<file path="src/rtl/axi_lite_arbiter.sv">
// Two-master (IFU read-only, LSU read/write) to one-slave AXI-lite arbiter; one whole transaction per grant.
// Optional round-robin between IFU and LSU when AXI_ARB_RR_EN is defined; fixed priority otherwise.
module axi_lite_arbiter #(
    parameter int ADDR_W = 32,
    parameter int DATA_W = 32,
    parameter int STRB_W = DATA_W / 8
) (
    input  logic              clk,
    input  logic              rst,
    // IFU read
    input  logic [ADDR_W-1:0] ifu_araddr,
    input  logic              ifu_arvalid,
    output logic              ifu_arready,
    output logic [DATA_W-1:0] ifu_rdata,
    output logic [1:0]        ifu_rresp,
    output logic              ifu_rvalid,
    input  logic              ifu_rready,
    // LSU read
    input  logic [ADDR_W-1:0] lsu_araddr,
    input  logic              lsu_arvalid,
    output logic              lsu_arready,
    output logic [DATA_W-1:0] lsu_rdata,
    output logic [1:0]        lsu_rresp,
    output logic              lsu_rvalid,
    input  logic              lsu_rready,
    // LSU write
    input  logic [ADDR_W-1:0] lsu_awaddr,
    input  logic              lsu_awvalid,
    output logic              lsu_awready,
    input  logic [DATA_W-1:0] lsu_wdata,
    input  logic [STRB_W-1:0] lsu_wstrb,
    input  logic              lsu_wvalid,
    output logic              lsu_wready,
    output logic [1:0]        lsu_bresp,
    output logic              lsu_bvalid,
    input  logic              lsu_bready,
    // Slave
    output logic [ADDR_W-1:0] s_araddr,
    output logic              s_arvalid,
    input  logic              s_arready,
    input  logic [DATA_W-1:0] s_rdata,
    input  logic [1:0]        s_rresp,
    input  logic              s_rvalid,
    output logic              s_rready,
    output logic [ADDR_W-1:0] s_awaddr,
    output logic              s_awvalid,
    input  logic              s_awready,
    output logic [DATA_W-1:0] s_wdata,
    output logic [STRB_W-1:0] s_wstrb,
    output logic              s_wvalid,
    input  logic              s_wready,
    input  logic [1:0]        s_bresp,
    input  logic              s_bvalid,
    output logic              s_bready
);

    typedef enum logic [1:0] {
        IDLE   = 2'd0,
        IFU_RD = 2'd1,
        LSU_RD = 2'd2,
        LSU_WR = 2'd3
    } state_e;

    state_e state_q, state_d;
    logic   ar_done_q, ar_done_d;
    logic   aw_done_q, aw_done_d;
    logic   w_done_q,  w_done_d;

    logic wr_req;
    logic lsu_req;
    logic ifu_wins;

    // A write is only eligible once both address and data are offered.
    assign wr_req  = lsu_awvalid && lsu_wvalid;
    assign lsu_req = wr_req || lsu_arvalid;

`ifdef AXI_ARB_RR_EN
    logic last_lsu_q, last_lsu_d;

    always_comb begin
        last_lsu_d = last_lsu_q;
        if (state_q == IDLE && state_d != IDLE) begin
            last_lsu_d = (state_d != IFU_RD);
        end
    end

    always_ff @(posedge clk or posedge rst) begin
        if (rst) begin
            last_lsu_q <= 1'b0;
        end else begin
            last_lsu_q <= last_lsu_d;
        end
    end

    assign ifu_wins = ifu_arvalid && (!lsu_req || last_lsu_q);
`else
    assign ifu_wins = ifu_arvalid && !lsu_req;
`endif

    always_comb begin
        logic ar_hs;
        logic r_hs;
        logic aw_hs;
        logic w_hs;
        logic b_hs;

        // NOTE: every output and next-state value gets a default first so no path leaves a latch.
        state_d     = state_q;
        ar_done_d   = ar_done_q;
        aw_done_d   = aw_done_q;
        w_done_d    = w_done_q;
        ar_hs       = 1'b0;
        r_hs        = 1'b0;
        aw_hs       = 1'b0;
        w_hs        = 1'b0;
        b_hs        = 1'b0;

        ifu_arready = 1'b0;
        ifu_rdata   = '0;
        ifu_rresp   = 2'b00;
        ifu_rvalid  = 1'b0;
        lsu_arready = 1'b0;
        lsu_rdata   = '0;
        lsu_rresp   = 2'b00;
        lsu_rvalid  = 1'b0;
        lsu_awready = 1'b0;
        lsu_wready  = 1'b0;
        lsu_bresp   = 2'b00;
        lsu_bvalid  = 1'b0;

        s_araddr    = '0;
        s_arvalid   = 1'b0;
        s_rready    = 1'b0;
        s_awaddr    = '0;
        s_awvalid   = 1'b0;
        s_wdata     = '0;
        s_wstrb     = '0;
        s_wvalid    = 1'b0;
        s_bready    = 1'b0;

        case (state_q)
            IDLE: begin
                if (ifu_wins) begin
                    state_d = IFU_RD;
                end else if (wr_req) begin
                    state_d = LSU_WR;
                end else if (lsu_arvalid) begin
                    state_d = LSU_RD;
                end
            end

            IFU_RD: begin
                if (!ar_done_q) begin
                    s_araddr    = ifu_araddr;
                    s_arvalid   = ifu_arvalid;
                    ifu_arready = s_arready;
                    ar_hs       = ifu_arvalid && s_arready;
                end
                ifu_rdata  = s_rdata;
                ifu_rresp  = s_rresp;
                ifu_rvalid = s_rvalid;
                s_rready   = ifu_rready;
                r_hs       = s_rvalid && ifu_rready;
                if (ar_hs) begin
                    ar_done_d = 1'b1;
                end
                if (r_hs) begin
                    state_d   = IDLE;
                    ar_done_d = 1'b0;
                end
            end

            LSU_RD: begin
                if (!ar_done_q) begin
                    s_araddr    = lsu_araddr;
                    s_arvalid   = lsu_arvalid;
                    lsu_arready = s_arready;
                    ar_hs       = lsu_arvalid && s_arready;
                end
                lsu_rdata  = s_rdata;
                lsu_rresp  = s_rresp;
                lsu_rvalid = s_rvalid;
                s_rready   = lsu_rready;
                r_hs       = s_rvalid && lsu_rready;
                if (ar_hs) begin
                    ar_done_d = 1'b1;
                end
                if (r_hs) begin
                    state_d   = IDLE;
                    ar_done_d = 1'b0;
                end
            end

            LSU_WR: begin
                // AW and W retire independently; each flag blocks a second beat on its channel.
                if (!aw_done_q) begin
                    s_awaddr    = lsu_awaddr;
                    s_awvalid   = lsu_awvalid;
                    lsu_awready = s_awready;
                    aw_hs       = lsu_awvalid && s_awready;
                end
                if (!w_done_q) begin
                    s_wdata    = lsu_wdata;
                    s_wstrb    = lsu_wstrb;
                    s_wvalid   = lsu_wvalid;
                    lsu_wready = s_wready;
                    w_hs       = lsu_wvalid && s_wready;
                end
                lsu_bresp  = s_bresp;
                lsu_bvalid = s_bvalid;
                s_bready   = lsu_bready;
                b_hs       = s_bvalid && lsu_bready;
                if (aw_hs) begin
                    aw_done_d = 1'b1;
                end
                if (w_hs) begin
                    w_done_d = 1'b1;
                end
                if (b_hs) begin
                    state_d   = IDLE;
                    aw_done_d = 1'b0;
                    w_done_d  = 1'b0;
                end
            end

            default: begin
                state_d = IDLE;
            end
        endcase
    end

    // NOTE: state registers use non-blocking assignments so all flops update together at the edge.
    always_ff @(posedge clk or posedge rst) begin
        if (rst) begin
            state_q   <= IDLE;
            ar_done_q <= 1'b0;
            aw_done_q <= 1'b0;
            w_done_q  <= 1'b0;
        end else begin
            state_q   <= state_d;
            ar_done_q <= ar_done_d;
            aw_done_q <= aw_done_d;
            w_done_q  <= w_done_d;
        end
    end

endmodule

</file>
<file path="config.mk">
export PLATFORM = sky130hd
export DESIGN_NAME = axi_lite_arbiter
export DESIGN_NICKNAME = d
export VERILOG_FILES = /design/src/rtl/axi_lite_arbiter.sv
export SDC_FILE = /design/constraint.sdc
export NUM_CORES = 1
export LEC_CHECK = 0
export BUFFER_PORTS_ARGS = -buffer_cell sky130_fd_sc_hd__buf_2
export CAP_MARGIN = 20
export CORE_AREA = 8 8 135 137
export CTS_BUF_LIST = sky130_fd_sc_hd__clkbuf_4 sky130_fd_sc_hd__clkbuf_8
export DETAILED_ROUTE_END_ITERATION = 12
export DIE_AREA = 0 0 143 145
export PLACE_DENSITY = 0.49
export SYNTH_ARGS = -nofsm -noshare
export SYNTH_HDL_FRONTEND = slang
export SYNTH_SLANG_ARGS = --single-unit
</file>
<file path="constraint.sdc">
create_clock -name clk -period 2.1 [get_ports clk]
set_input_delay 0.21 -clock clk [delete_from_list [all_inputs] [get_ports clk]]
set_output_delay 0.21 -clock clk [all_outputs]
set_load 0.03 [all_outputs]
</file>
Word level (Yosys, flattened, before mapping)
Index checks and enable logic that the tools add are counted.
{ "op_classes": {"eq_ne": 9, "n_mux": 57, "reduce_logical": 19} }
{ "ops": {"columns": ["cell", "n"], "rows": [
  ["$mux W32", 8],
  ["$pmux W32 S2", 1],
  ["$mux W1", 33],
  ["$mux W2", 9],
  ["$logic_and A1 B1 Y1", 9],
  ["$mux W4", 2],
  ["$pmux W2 S4", 1],
  ["$ne A2 B2 Y1 const B", 3],
  ["$ne A3 B3 Y1 const B", 2],
  ["$pmux W1 S2", 3],
  ["$reduce_bool A2 Y1", 3],
  ["$eq A2 B2 Y1 const B", 2],
  ["$ne A4 B4 Y1 const B", 1],
  ["$reduce_and A2 Y1", 2],
  ["$reduce_and A4 Y1", 1],
  ["$reduce_and A3 Y1", 1],
  ["$eq A2 B1 Y1 const B", 1],
  ["$logic_not A2 Y1", 1],
  ["$logic_not A1 Y1", 1],
  ["$logic_or A1 B1 Y1", 1]
]} }
{ "word_totals": {"wordCells": 89, "ff_bits": 5, "output_inout_bits": 182} }

Depth between registers and ports, before layout
Gate-level depths: netlist (run 1).
{ "depth": {"depth_word": 6, "ltp_mapped": 6, "depth_no_buf": 5} }

Worst setup path after synthesis (run 1)
Ideal clock, no wire load.
{ "synth_path": {"path_type": "register -> output", "startpoint": "reg state_q[0]", "endpoint": "out s_araddr[10]", "arrival_ps": 1565, "slack_ps": 325, "stages_incl_launch_ff": 7, "required_ps": 1890, "cell_sequence": "dfrtp_1 inv_1 ha_1 buf_6 clkbuf_1 a22oi_1 nor2_1"} }
{ "synth_between": {"elab_chain_cells": 2, "elab_cells_between_ends": 3, "classes_between": "2 x eq/ne; 1 x mux"} }
{ "synth_lines": {"columns": ["item", "line", "text"], "rows": [
  ["start: declaration", "64", "state_e state_q, state_d;"],
  ["start signal: assignment", "240", "state_q <= state_d;"],
  ["$eq A2 B2 Y1 or $eq A2 B1 Y1 (tied branches)", "141", "case (state_q)"],
  ["$pmux W32 S2 *", "141", null],
  ["end: declaration", "38", "output logic [ADDR_W-1:0] s_araddr,"]
]} }
Every way passes the cells marked *; elsewhere a longest branch is shown, timed or not.

Worst setup path in the final report (run 1)
{ "layout_path": {"startpoint": "reg state_q[0]", "endpoint": "out s_araddr[23]"} }
Same word-level chain as after synthesis.

==> results of run 1 <==
area by class of cell:
type | count | share of cell area
clock buffer | 4 | 0.01247
sequential | 5 | 0.03197
tap | 220 | 0.07033
inverter | 5 | 0.004795
timing repair buffer | 371 | 0.4866
multi-input combinational | 245 | 0.3939
registers in the layout, summed over array words and instances (netlist names):
name,cells
aw_done_q,1
ar_done_q,1
state_q,2
w_done_q,1
cells by family after synthesis:
kind of cell / after synthesis
fa+ha+maj: 4
compound gates: 49
flops: 5
simple gates: 190
buf+inv: 31
mux: 2
cells in the final DEF (no fill, tap or decap), drive strengths merged:
master	netlist	final
mux2i	1	1
nor2b	1	1
and3	2	2
a22oi	34	34
nor2	34	34
a31oi	2	2
a32oi	1	1
nand2	2	2
dfrtp	5	5
a21oi	3	3
o21ai	2	2
mux2	1	1
inv	5	5
buf	5	370
nor3	1	1
a221o	1	1
dlygate4sd3	0	1
o41ai	2	2
and2b	2	2
ha	4	4
a21boi	3	3
clkbuf	21	4
nand3b	1	1
o21ba	1	1
and2	147	147
power by group through the flow:
stage,registers (mW),logic (mW),clock network (mW)
after global placement,0.172,3.27,0
after CTS,0.173,3.26,0.197
after global routing,0.179,3.47,0.204
after detailed placement,0.174,3.24,0
after floorplan,0.163,2.23,0
final,0.172,3.21,0.192
worst register-to-register path, cell delays in order, from the launching register on:
cell and delay (ns):
dfrtp_1 0.41, inv_1 0.10, ha_2 0.21, buf_12 0.21, a21boi_1 0.38, a221o_1 0.22, a32oi_1 0.05
timing repair:
item                                    4_1_cts  5_1_grt
endpoints found under the setup margin        0       37
hold endpoints to repair                      5        0
hold buffers                                  1        0
gates resized for setup                       0        1
path summary, 6_finish.rpt:
kind,from,endpoint,slack (ns),depth (start not counted)
hold reg to reg,w_done_q$_DFFE_PP0P_,w_done_q$_DFFE_PP0P_,0.52,2
max in group asynchronous,rst,w_done_q$_DFFE_PP0P_,1.48,3
hold / removal,s_bvalid,aw_done_q$_DFFE_PP0P_,0.22,2
min in group asynchronous,rst,ar_done_q$_DFFE_PP0P_,0.43,3
setup / recovery,state_q[0]$_DFFE_PP0P_,s_araddr[23],0.16,6
setup reg to reg,state_q[1]$_DFFE_PP0P_,ar_done_q$_DFFE_PP0P_,0.39,6
layer usage:
metal,vias up,track usage,share of wire
met1,1360,0.1314,0.40
met5,-,0,0
met2,134,0.1982,0.51
li1,1611,-,-
met3,8,0.02493,0.088
met4,0,0.01914,0.011
through the flow:
stage | util | setup slack (ns) | power [mW] | area (µm²) | hold WS [ns]
after global placement | 0.2382 | 0.3643 | 3.441 | 3852 | 0.1250
final | 0.2420 | 0.1582 | 3.570 | 3914 | 0.2155
after floorplan | - | 0.3249 | 2.394 | 1794 | -0.01148
after global routing | 0.2420 | 0.01057 | 3.850 | 3914 | 0.2268
after detailed placement | 0.2382 | 0.3487 | 3.417 | 3852 | 0.1264
after CTS | 0.2419 | 0.1083 | 3.625 | 3911 | 0.2105
==> results.toml, run 1 <==
[detailed_routing]
via_count = 3113
antenna_left = 0
drtIter0Drc = 129
finalWirelength_um = 12630
wl_per_cell_um = 14.86
drc_errors = 0
dr.pass1.iters = 4
vias_per_cell = 3.662

[timing]
slew-limit-headroom = 0.6977
grt_setup_unrepaired = "false"
fin_setup_tns_ns = 0
setup_viol = 0
worst_pin_slew_ns = 0.4494
finalCriticalPeriod_ns = 1.942
clock.fmax_mhz = 515.0
hold_violations = 0
report.final.slew_viol_count = 0
fin_worst_skew_ns = 0.004040
final.period_utilization = 0.9247

[setup_path]
cp.buffers_inverters = 3
worstSetupEndpointType = "primary output"
crit_required_ns = 1.89
arrival_ns = 1.73
critPathTopFamily = "buffers and inverters"
slowest_delay_ns = 0.40
crit_path_start_kind = "register"
cp_cell_sequence = "inv_1 -> ha_2 -> buf_12 -> a22oi_1 -> nor2_1 -> buf_2"
worstSetupPathType = "reg2out"
critPathMaxFanout = 63
cp_slowest_cell = "dfrtp_1"

[power]
pwr_density_cell_mw_per_mm2 = 912.3
pwr-share-comb = 0.898
power.internal_mw = 1.342
netSwitchingFraction = 0.6242
p_seq_frac = 0.048
clkPwrFrac = 0.054
ir_worst_vdd_v = 0.0004736
leakagePower_nw = 2.464
p_sw_mw = 2.228

[clock_network]
clockBufferDepth = 2
cts_made_buffers = 3
cts.sink_count = 5
insertion_delay_ns = 0.22
clk_pin_slew_ns = 0.04
post_cts_buffers = 0
ctsRootBufferMaster = "clkbuf_8"
htreeDepth = 1
cts_tree = "built"

[logic_synthesis]
avgSynthCellArea_um2 = 6.385
yosys_warnings = 0
synth_cell_type_count = 28
ys_ff_latch = 5
yosysSeqAreaShare = 0.06974
yosys-top-cells-area = "and2_1 51%, a22oi_1 14%, nor2_1 7.1%"
synth_edf_count = 0
synth_compound_area_frac = 0.2015
synth_xor_area_frac = 0
synth_top_family_by_area = "simple AND/OR/NAND/NOR gates"
synth-simple-area-share = 0.6137
netlist_area_mm2 = 0.001794
synth_top_area_share = 0.5126
synthArstFlopShare = 1.000
synthMuxAreaShare = 0.01185
synth_cells = 281
synth_area_leader_cell = "and2_1"
synth_fa_ha_area_frac = 0.02789
synth_fp_nets = 467
netlist_top_cells_count = "147 x and2_1, 34 x a22oi_1, 34 x nor2_1"
yosysMostFrequentCell = "and2_1"
synth_flop_cell = "dfrtp_1"

[outcome]
status = "finished clean"

[layout]
drive_gt1_frac = 0.6016
final_cells = 850
multi_input_area_mm2 = 0.001541
fin_nets = 817
fillerInstances = 1828
antenna_cells = 0
regArea_um2 = 125.1
area_growth_pct = 118.1

[placed_design]
place_congestion = 0.8969
dp_cells = 845
dp_hpwl_um = 10960
io_buffer_count = 363

[die]
fp-row-count = 47
die_height_um = 145
coreArea_mm2 = 0.01617
initial_core_util = 0.1109
dieArea_mm2 = 0.02074
die_x_um = 143
io_pins = 364

[global_route]
grt_pass1_vias = 3062
grt_first_pass_wirelength_um = 18420
grt_use_total = 0.1106
grt_max_degree = 64
antenna_found_initial = 0
gr-total-overflow = 0

[flow_run]
drv_cap = 0

[worst_hold_path]
hold_path_class = "in2reg"
Note: power is estimated with default switching activity, not from simulation.
==> run 2, diff against run 1 <==
- GPL_TIMING_DRIVEN: not set -> 0
- SETUP_SLACK_MARGIN: not set -> 0.1
==> run 2 against run 1 <==
Against the previous run: count of clock-buffer cells in the layout is the same; die area did not move; hold slack lost 0.0056 ns; utilization rose by 0.94 points; clock skew about the same.
==> results.toml, run 2 (synthesis results as in run 1) <==
[outcome]
status = "finished clean"

[layout]
final_common_cell = "buf_2"
area_growth_pct = 126.6
fin_util = 0.2514
fin_nets = 837
final_cell_mix = "361 x buf_2, 147 x and2_1, 34 x nor2_1"
final_cells = 870
fillerInstances = 1871
antenna_cells = 0
largest_reg_flops = 2
largest_register = "state_q"
drive_gt1_frac = 0.6200

[setup_path]
cp_common_cell = "clkbuf_4"
cp_cell_sequence = "ha_4 -> and2b_1 -> clkbuf_4 -> clkbuf_4 -> and2_1 -> buf_2"
cp_slowest_cell = "dfrtp_2"
r2r_slack_ns = 0.46
crit_required_ns = 1.89
crit_path_start_kind = "register"
worstSetupEndpointType = "primary output"
worstSetupPathType = "reg2out"
slowest_delay_ns = 0.44
arrival_ns = 1.74
critPathMaxFanout = 10

[detailed_routing]
dr.pass1.iters = 4
finalWirelength_um = 14070
drtIter0Drc = 184
via_count = 3271
wl_per_cell_um = 16.17
drc_errors = 0
antenna_left = 0
vias_per_cell = 3.760

[timing]
slew-limit-headroom = 0.7241
fin_ws_ns = 0.1483
fin_setup_tns_ns = 0
worst_pin_slew_ns = 0.4101
hold_violations = 0
hold_slack_ns = 0.2099
fin_worst_skew_ns = 0.003580
grt_setup_unrepaired = "true"
final.period_utilization = 0.9294
finalCriticalPeriod_ns = 1.952
setup_viol = 0
report.final.slew_viol_count = 0
clock.fmax_mhz = 512.4

[power]
leakagePower_nw = 2.548
pwr_density_cell_mw_per_mm2 = 946.3
ir_worst_vdd_v = 0.0003729

[die]
coreArea_mm2 = 0.01617
die_x_um = 143
fp-row-count = 47
die_height_um = 145
dieArea_mm2 = 0.02074
io_pins = 364
initial_core_util = 0.1109

[clock_network]
clk_pin_slew_ns = 0.04
cts.sink_count = 5
clockBufferDepth = 2
cts_tree = "built"
htreeDepth = 1
insertion_delay_ns = 0.22
cts_made_buffers = 3
ctsRootBufferMaster = "clkbuf_8"

[placed_design]
dp_hpwl_um = 12250
io_buffer_count = 363
pre_cts_slack_ns = -0.2773
dp_cells = 864
place_congestion = 0.8541

[global_route]
grt_use_total = 0.1221
grt_max_degree = 11
gr-total-overflow = 0
grt_first_pass_wirelength_um = 19930
grt_pass1_vias = 3169
antenna_found_initial = 0

[worst_hold_path]
hold_path_class = "in2reg"

[flow_run]
drv_cap = 0
run 2: cell count changes in the layout (fill, tap and decap cells not counted), sizes merged:
cell and change:
clkbuf +20
run 2: cell type report:
| type | instances | area (µm²) | share of cell area |
|---|---|---|---|
| repair buffers | 365 | 1849 | 0.4549 |
| multi-input cells | 245 | 1562 | 0.3841 |
| well taps | 220 | 275.3 | 0.06771 |
| plain buffers | 26 | 183.9 | 0.04524 |
| inverters | 5 | 18.77 | 0.004617 |
| flip-flops and latches | 5 | 127.6 | 0.03139 |
| clock buffers | 4 | 48.80 | 0.01200 |
run 2: through the flow:
| step | instance area, µm² | power [mW] |
|---|---|---|
| after floorplan | 1794 | 2.394 |
| after global placement | 3886 | 3.527 |
| after detailed placement | 3886 | 3.518 |
| after CTS | 3999 | 3.800 |
| after global routing | 4065 | 4.132 |
| final | 4065 | 3.847 |
run 2: power breakdown:
group / internal, mW / leakage [nW] / switching, mW
Sequential: 0.144 / 0.0577 / 0.0391
Clock: 0.143 / 0.0262 / 0.0499
Combinational: 1.18 / 2.46 / 2.29
Total: 1.47 / 2.55 / 2.38
run 2: per-layer routing:
metal  track usage  wire length (µm)  up-vias  share of wire
met5             0                 0        -              0
met3       0.01936               992        2          0.071
met4       0.01276                40        0         0.0028
li1              -                 -     1658              -
met2        0.2230              7158      139           0.51
met1        0.1496              5875     1472           0.42
run 2: critical path, delay by kind of cell (launching register included):
kind                     cells  cell delay [ns]
AND/OR/NAND/NOR              2             0.35
buffers and inverters        3             0.53
adder cells (fa/ha/maj)      1             0.20
flip-flops                   1             0.44
run 2: final timing paths:
check                                          to  cells after the start                   start
setup / recovery                      s_wdata[26]                      6  state_q[0]$_DFFE_PP0P_
hold / removal               w_done_q$_DFFE_PP0P_                      2                s_bvalid
setup reg to reg            ar_done_q$_DFFE_PP0P_                      6  state_q[0]$_DFFE_PP0P_
hold reg to reg             aw_done_q$_DFFE_PP0P_                      2   aw_done_q$_DFFE_PP0P_
max in group asynchronous  state_q[0]$_DFFE_PP0P_                      3                     rst
min in group asynchronous   ar_done_q$_DFFE_PP0P_                      3                     rst
run 2: timing repair:
item | 4_1_cts | 5_1_grt
hold buffers | 1 | 0
pin swaps | 0 | 1
hold endpoints to repair | 5 | 0
setup endpoints to repair | 115 | 122
gates resized for setup | 29 | 35
setup buffers | 0 | 0
cloned | 0 | 1
